**src/rtl/iobus_fabric.sv**
```systemverilog
// MicroBlaze MCS IO-bus fabric: one master fanned out to SLAVES ports by address region.
// Optional macro IOBUS_TIMEOUT_EN adds a WAIT-state timeout that completes with the error response.
module iobus_fabric #(
    parameter int          SLAVES         = 4,
    parameter int          SEL_LSB        = 20,
    parameter int          TIMEOUT_CYCLES = 255,
    parameter logic [31:0] ERR_DATA       = 32'hDEAD_BEEF,
    localparam int         SEL_W          = (SLAVES > 1) ? $clog2(SLAVES) : 1
) (
    input  logic                 io_clk,
    input  logic                 io_rst_n,
    input  logic                 io_addr_strobe,
    input  logic                 io_read_strobe,
    input  logic                 io_write_strobe,
    input  logic [31:0]          io_address,
    input  logic [3:0]           io_byte_enable,
    input  logic [31:0]          io_write_data,
    output logic [31:0]          io_read_data,
    output logic                 io_ready,
    output logic [SLAVES-1:0]    s_addr_strobe,
    output logic [SLAVES-1:0]    s_read_strobe,
    output logic [SLAVES-1:0]    s_write_strobe,
    output logic [31:0]          s_address,
    output logic [3:0]           s_byte_enable,
    output logic [31:0]          s_write_data,
    input  logic [32*SLAVES-1:0] s_read_data,
    input  logic [SLAVES-1:0]    s_ready,
    output logic                 err_irq,
    output logic [31:0]          err_addr
);

    localparam logic [1:0]  ST_IDLE  = 2'd0;
    localparam logic [1:0]  ST_WAIT  = 2'd1;
    localparam logic [1:0]  ST_RESP  = 2'd2;
    localparam logic [31:0] SLAVES_W = 32'(SLAVES);

    logic [1:0]        state_r;
    logic [SEL_W-1:0]  idx_r;
    logic              rd_r;
    logic              err_r;
    logic [SLAVES-1:0] s_addr_strobe_r;
    logic [SLAVES-1:0] s_read_strobe_r;
    logic [SLAVES-1:0] s_write_strobe_r;
    logic [31:0]       s_address_r;
    logic [3:0]        s_byte_enable_r;
    logic [31:0]       s_write_data_r;
    logic [31:0]       io_read_data_r;
    logic              io_ready_r;
    logic              err_irq_r;
    logic [31:0]       err_addr_r;

    logic [SEL_W-1:0]  sel_idx_s;
    logic              decode_err_s;
    logic              slave_ready_s;
    logic [31:0]       slave_data_s;
    logic              timeout_hit_s;

    function automatic logic [SLAVES-1:0] onehot(input logic [SEL_W-1:0] idx);
        logic [SLAVES-1:0] vec;
        vec = '0;
        for (int i = 0; i < SLAVES; i++) begin
            if (idx == SEL_W'(i)) begin
                vec[i] = 1'b1;
            end else begin
                vec[i] = 1'b0;
            end
        end
        return vec;
    endfunction

    assign sel_idx_s    = io_address[SEL_LSB +: SEL_W];
    assign decode_err_s = ({{(32-SEL_W){1'b0}}, sel_idx_s} >= SLAVES_W);

    // Select the ready and read data of the slave owning the current transaction.
    always_comb begin
        slave_ready_s = 1'b0;
        slave_data_s  = 32'h0000_0000;
        for (int i = 0; i < SLAVES; i++) begin
            if (idx_r == SEL_W'(i)) begin
                slave_ready_s = s_ready[i];
                slave_data_s  = s_read_data[32*i +: 32];
            end else begin
                slave_ready_s = slave_ready_s;
                slave_data_s  = slave_data_s;
            end
        end
    end

`ifdef IOBUS_TIMEOUT_EN
    logic [15:0] cnt_r;

    // Count WAIT cycles; the last permitted WAIT cycle sees TIMEOUT_CYCLES-1.
    always_ff @(posedge io_clk or negedge io_rst_n) begin
        if (!io_rst_n) begin
            cnt_r <= 16'h0000;
        end else if (state_r == ST_WAIT) begin
            cnt_r <= cnt_r + 16'h0001;
        end else begin
            cnt_r <= 16'h0000;
        end
    end

    assign timeout_hit_s = (cnt_r == 16'(TIMEOUT_CYCLES - 1));
`else
    assign timeout_hit_s = 1'b0;
`endif

    // Transaction FSM with registered strobes and response outputs.
    always_ff @(posedge io_clk or negedge io_rst_n) begin
        if (!io_rst_n) begin
            state_r          <= ST_IDLE;
            idx_r            <= '0;
            rd_r             <= 1'b0;
            err_r            <= 1'b0;
            s_addr_strobe_r  <= '0;
            s_read_strobe_r  <= '0;
            s_write_strobe_r <= '0;
            s_address_r      <= 32'h0000_0000;
            s_byte_enable_r  <= 4'h0;
            s_write_data_r   <= 32'h0000_0000;
            io_read_data_r   <= 32'h0000_0000;
            io_ready_r       <= 1'b0;
            err_irq_r        <= 1'b0;
            err_addr_r       <= 32'h0000_0000;
        end else begin
            s_addr_strobe_r  <= '0;
            s_read_strobe_r  <= '0;
            s_write_strobe_r <= '0;
            io_ready_r       <= 1'b0;
            err_irq_r        <= 1'b0;
            case (state_r)
                ST_IDLE: begin
                    if (io_addr_strobe) begin
                        s_address_r     <= io_address;
                        s_byte_enable_r <= io_byte_enable;
                        s_write_data_r  <= io_write_data;
                        idx_r           <= sel_idx_s;
                        rd_r            <= io_read_strobe;
                        if (decode_err_s) begin
                            err_r   <= 1'b1;
                            state_r <= ST_RESP;
                        end else begin
                            err_r            <= 1'b0;
                            s_addr_strobe_r  <= onehot(sel_idx_s);
                            s_read_strobe_r  <= io_read_strobe ? onehot(sel_idx_s) : '0;
                            s_write_strobe_r <= io_read_strobe ? '0 : onehot(sel_idx_s);
                            state_r          <= ST_WAIT;
                        end
                    end else begin
                        state_r <= ST_IDLE;
                    end
                end
                ST_WAIT: begin
                    // Ready wins over a coincident timeout.
                    if (slave_ready_s) begin
                        if (rd_r) begin
                            io_read_data_r <= slave_data_s;
                        end else begin
                            io_read_data_r <= io_read_data_r;
                        end
                        io_ready_r <= 1'b1;
                        state_r    <= ST_RESP;
                    end else if (timeout_hit_s) begin
                        io_read_data_r <= ERR_DATA;
                        err_addr_r     <= s_address_r;
                        io_ready_r     <= 1'b1;
                        err_irq_r      <= 1'b1;
                        state_r        <= ST_RESP;
                    end else begin
                        state_r <= ST_WAIT;
                    end
                end
                ST_RESP: begin
                    // Slave and timeout completions arrive with io_ready already high;
                    // decode errors raise it here, one cycle after entering RESP.
                    if (io_ready_r) begin
                        state_r <= ST_IDLE;
                    end else begin
                        io_ready_r <= 1'b1;
                        err_irq_r  <= err_r;
                        if (err_r) begin
                            io_read_data_r <= ERR_DATA;
                            err_addr_r     <= s_address_r;
                        end else begin
                            io_read_data_r <= io_read_data_r;
                        end
                        state_r <= ST_RESP;
                    end
                end
                default: begin
                    state_r <= ST_IDLE;
                end
            endcase
        end
    end

    assign io_read_data   = io_read_data_r;
    assign io_ready       = io_ready_r;
    assign err_irq        = err_irq_r;
    assign err_addr       = err_addr_r;
    assign s_addr_strobe  = s_addr_strobe_r;
    assign s_read_strobe  = s_read_strobe_r;
    assign s_write_strobe = s_write_strobe_r;
    assign s_address      = s_address_r;
    assign s_byte_enable  = s_byte_enable_r;
    assign s_write_data   = s_write_data_r;

endmodule

```
**config.mk**
```make
export PLATFORM = sky130hd
export DESIGN_NAME = iobus_fabric
export DESIGN_NICKNAME = d
export VERILOG_FILES = /design/src/rtl/iobus_fabric.sv
export SDC_FILE = /design/constraint.sdc
export NUM_CORES = 1
export LEC_CHECK = 0
export ABC_AREA = 1
export BUFFER_PORTS_ARGS = -buffer_cell sky130_fd_sc_hd__buf_4
export CAP_MARGIN = 20
export CORE_MARGIN = 2
export CORE_UTILIZATION = 24
export CTS_BUF_LIST = sky130_fd_sc_hd__clkbuf_4 sky130_fd_sc_hd__clkbuf_8
export DETAILED_ROUTE_END_ITERATION = 7
export PLACE_DENSITY = 0.51
export SLEW_MARGIN = 0
export SYNTH_ARGS = -nofsm -noshare
export SYNTH_HDL_FRONTEND = slang
export SYNTH_SLANG_ARGS = --single-unit
```
**constraint.sdc**
```tcl
create_clock -name io_clk -period 1.9 [get_ports io_clk]
set_input_delay 0.095 -clock io_clk [delete_from_list [all_inputs] [get_ports io_clk]]
set_output_delay 0.095 -clock io_clk [all_outputs]
set_load 0.02 [all_outputs]
```
[After elaboration in Yosys (flattened, before gate mapping)]
Cells that the tools add are included.
Storage, ports and cells
  bits in registers: 118
  input bits: 205
  output and inout bits: 146
  logic and storage cells: 59
Operators by class
  equality and inequality tests: 11
  multiplexer cells: 30
  bitwise logic cells: 1
  reduce and logical (&&, ||, !) cells: 6
Operators by type and width (number)
  $mux 32: 7
  $mux 4: 8
  $mux 1: 11
  $eq 2x2->1 const B: 5
  $eq 2x1->1 const B: 3
  $logic_not 2->1: 3
  $ne 2x2->1 const B: 3
  $pmux 2 s3: 1
  $reduce_and 5->1: 1
  $mux 2: 2
  $pmux 1 s2: 1
  $reduce_and 2->1: 1
  $reduce_bool 2->1: 1
  $not 1->1: 1

[Longest topological paths before layout]
  depth after elaboration: 8
  depth in mapped cells: 8
  gate-level depth less buffers: 8

[Worst setup path before layout]
OpenSTA, ideal clock, no wires.
  path type: register -> register
  start: reg, netlist name s_address[21]
  end: reg io_read_data_r[10], in the netlist io_read_data[10]
  setup time: 119 ps
  arrival: 1311 ps
  data required time: 1781 ps
  path slack: 470 ps
  stages on the path, launching flop included: 8
  path buffers: 1
  clock period less this slack: 1430 ps
  path through: dfrtp_1 nor2_2 nand2_1 nand4_2 nand3_2 buf_4 nand2_1 nand2_1
RTL lines
  end signal: assignment: RTL line 157  | io_read_data_r <= slave_data_s;
  end signal: assignment: RTL line 159  | io_read_data_r <= io_read_data_r;
  end signal: assignment: RTL line 185  | io_read_data_r <= io_read_data_r;
  end: declaration: RTL line 47  | logic [31:0] io_read_data_r;

==> qor.txt <==
================================================================================
Status ............................................................ complete, no violations
Worst EP arrival ..................................................      1870 ps
Number of standard cells in the layout, taps in and fillers out ...         1413
Leading area contributor after synthesis .......................... sky130_fd_sc_hd__dfrtp_1
Remaining Overflow, GRT ...........................................            0
R2r setup slk .....................................................       390 ps
Post-DR vias/cell .................................................         4.35
Setup bufs post-CTS ...............................................            0
Post-layout minimum cycle time ....................................      1510 ps
Unique cell type count in the Yosys netlist .......................           22
Die Area .......................................................... 0.0247 sq mm
Average cell area after synthesis .................................   7.99 sq um
Pwr dens .......................................................... 1470 mW/mm^2
Amount of wire on met3 after detailed routing ..................... 1660 microns
Most numerous cell types in the synthesized netlist ............... sky130_fd_sc_hd__nand2_1 (302), sky130_fd_sc_hd__dfrtp_1 (116), sky130_fd_sc_hd__nand3_1 (99)
1st-iter DRT viols ................................................          343
Critical Path Fanout Max ..........................................           33
Num Clock Sinks ...................................................          116
Routed wirelength normalized by instance count .................... 14.6 microns
DR top layer ......................................................         met4
CTS resizes .......................................................            0
Dominant synthesized flop cell .................................... sky130_fd_sc_hd__dfrtp_1
Critical path data required time ..................................      2260 ps
Detailed-route via count ..........................................         6153
Chip height .......................................................  157 microns
Number of nets with antenna violations after routing ..............            0
CTS Root Buffer Type .............................................. sky130_fd_sc_hd__clkbuf_8
Yosys warning total ...............................................            0
Fin crit share ....................................................        79.7%
Die Wd ............................................................  157 microns
Number of failing hold endpoints at the final stage ...............            0
Clk buf depth .....................................................            2
Largest cells by area after synthesis ............................. sky130_fd_sc_hd__dfrtp_1 (52%), sky130_fd_sc_hd__nand2_1 (20%), sky130_fd_sc_hd__nand3_1 (8.8%)
Start-to-end type of the worst setup path .........................   reg -> reg
Timing-limited maximum frequency ..................................    0.660 GHz
Most frequent cell after synthesis ................................ sky130_fd_sc_hd__nand2_1
Cell count after placement ........................................         1303
Max capacitance violation total ...................................            0
Count of unresolved DRC violations after routing ..................            0
Sequential area share after synthesis .............................        51.6%
Total inserted antenna cells ......................................            0
Proportion of netlist area held by the largest area contributor ...        51.6%
Count of buffers inserted at the top-level ports ..................          316
Count of flip-flops with a built-in enable after synthesis ........            0
Count of pins over their slew limit ...............................            0
Pin count of the biggest net entering global routing ..............           66
Unrepaired setup endpoints after global routing ...................        false
Startpoint Class ..................................................    flip-flop
Net total in the final layout .....................................         1290
Met1 Routed Length ................................................ 8190 microns
Met2 routed wirelength ............................................ 10500 microns
Depth of the worst register-to-register path ......................            6
Area growth from synthesis to final layout ........................        68.0%
Floorplan Core Area ............................................... 0.0233 sq mm
Total CTS buffers .................................................           17
Worst setup EP type ...............................................    flip-flop
Clock insertion delay at the later pin of the skew report .........       440 ps
Finished Core Util ................................................        40.6%
Total global-route track usage ....................................        16.4%
I/O pin count .....................................................          351
Routability-driven placement congestion ratio .....................        0.747
Number of antenna violations at the first check in global routing .            0
TritonCTS clock tree ..............................................          yes
Setup violation total in the final timing report ..................            0
Initial core utilization ..........................................        24.2%
Total iterations of the first detailed-routing run ................            5
Setup TNS after final layout ......................................         0 ps
Number of standard-cell rows in the floorplan .....................           56
Wire length of the first global-routing pass ...................... 31700 microns
Post-Route Skew ...................................................      11.6 ps
Detailed placement HPWL ........................................... 14600 microns
Flip-flop and latch count after synthesis .........................          116
Share of async-settable or async-resettable flops after synthesis .         100%
Number of stages on the worst hold path ...........................            5
Number of H-tree branching levels .................................            4
Path type of the worst min-delay path .............................    in -> reg
Clock Pin Slew Worst Setup and Hold Paths .........................        80 ps
Post-synthesis instance area ...................................... 0.00563 sq mm
Detailed Route WL ................................................. 20700 microns
Via count of the first global-routing pass ........................         6058
Instance count of the mapped netlist ..............................          704
Worst supply voltage drop on vdd ..................................       890 uV
Leakage component of the power ....................................      4.98 nW
Fraction of layout instances using a drive strength above 1 .......        34.3%
================================================================================
## flip-flops by register name, indices dropped and copies added, names as in the netlist
register	count
s_byte_enable	4
s_address	31
s_write_data	32
s_write_strobe	4
s_addr_strobe	4
rd_r	1
s_read_strobe	4
state_r	2
idx_r	1
io_read_data	32
io_ready	1
## worst paths after layout
path                                  start                to
setup reg to reg              s_address[21]        state_r[1]
max in group asynchronous          io_rst_n  s_addr_strobe[1]
hold reg to reg            io_read_data[26]  io_read_data[26]
min in group asynchronous          io_rst_n      s_address[7]
setup / recovery              s_address[21]        state_r[1]
hold / removal              s_read_data[21]  io_read_data[21]
## critical path: stages (launching register included)
cell and delay [ps]:
sky130_fd_sc_hd__dfrtp_2 450, sky130_fd_sc_hd__nor2_2 180, sky130_fd_sc_hd__nand2_1 100, sky130_fd_sc_hd__nand4_2 90, sky130_fd_sc_hd__buf_4 350, sky130_fd_sc_hd__nand2_1 120
sky130_fd_sc_hd__a21oi_1 140
## through the flow
step | worst slack, ps | total power, mW | hold WS (ps) | cell area, sq um
final | 386 | 13.9 | 33.2 | 9450
after detailed placement | 380 | 11.5 | -13.8 | 8270
after global placement | 374 | 11.5 | -11.5 | 8270
after CTS | 358 | 14.1 | 1.19 | 9450
after floorplan | 470 | 8.25 | -201 | 5750
after global routing | 228 | 14.9 | 12.1 | 9450
## where the power goes
part	total (mW)	switching (mW)	internal [mW]
Clock	2.35	1.15	1.20
Sequential	4.11	0.612	3.50
Combinational	7.41	4.58	2.82
Total	13.9	6.35	7.52
## cell type report
class | instances | area [sq um]
clock buffers | 17 | 234
repair buffers | 409 | 3370
flip-flops and latches | 116 | 2910
inverters | 11 | 41.3
well taps | 319 | 399
clock inverters | 15 | 170
fillers | 2410 | 13800
multi-input cells | 526 | 2340
## placed cells by master, fill, tap and decap left out, types with 5 or more instances in the layout
cell	synthesis	layout
sky130_fd_sc_hd__conb_1	1	33
sky130_fd_sc_hd__inv_1	7	7
sky130_fd_sc_hd__nor3_1	6	6
sky130_fd_sc_hd__buf_12	0	8
sky130_fd_sc_hd__nand4_1	65	65
sky130_fd_sc_hd__dlygate4sd3_1	0	78
sky130_fd_sc_hd__nand3_1	99	99
sky130_fd_sc_hd__inv_6	0	5
sky130_fd_sc_hd__buf_4	36	323
sky130_fd_sc_hd__nor2_1	7	6
sky130_fd_sc_hd__clkbuf_8	0	17
sky130_fd_sc_hd__dfrtp_1	116	114
sky130_fd_sc_hd__nand2_1	302	301
## logic make-up (layout without fill, tap and decap cells)
kind of cell	count (synthesis)	count (layout)	share of synthesized area (%)
AOI/OAI and AO/OA	6	6	0.578
adders and majority gates	4	4	0.889
other	1	33	0.0666
DFF	116	116	51.6
and+or+nand+nor	483	483	37.8
buffers and inverters	94	452	9.09
## metal layers
layer / global-route usage, % / up-vias
met1: 18.8 / 2896
met5: 0 / -
met2: 29.1 / 222
met3: 5.56 / 20
met4: 4.50 / 0
li1: - / 3015
## what timing repair did
item                                   4_1_cts  5_1_grt
hold buffers                                78        0
endpoints found under the hold margin      203        0
setup endpoints to repair                    0        0
(Power assumes the default switching activity.)
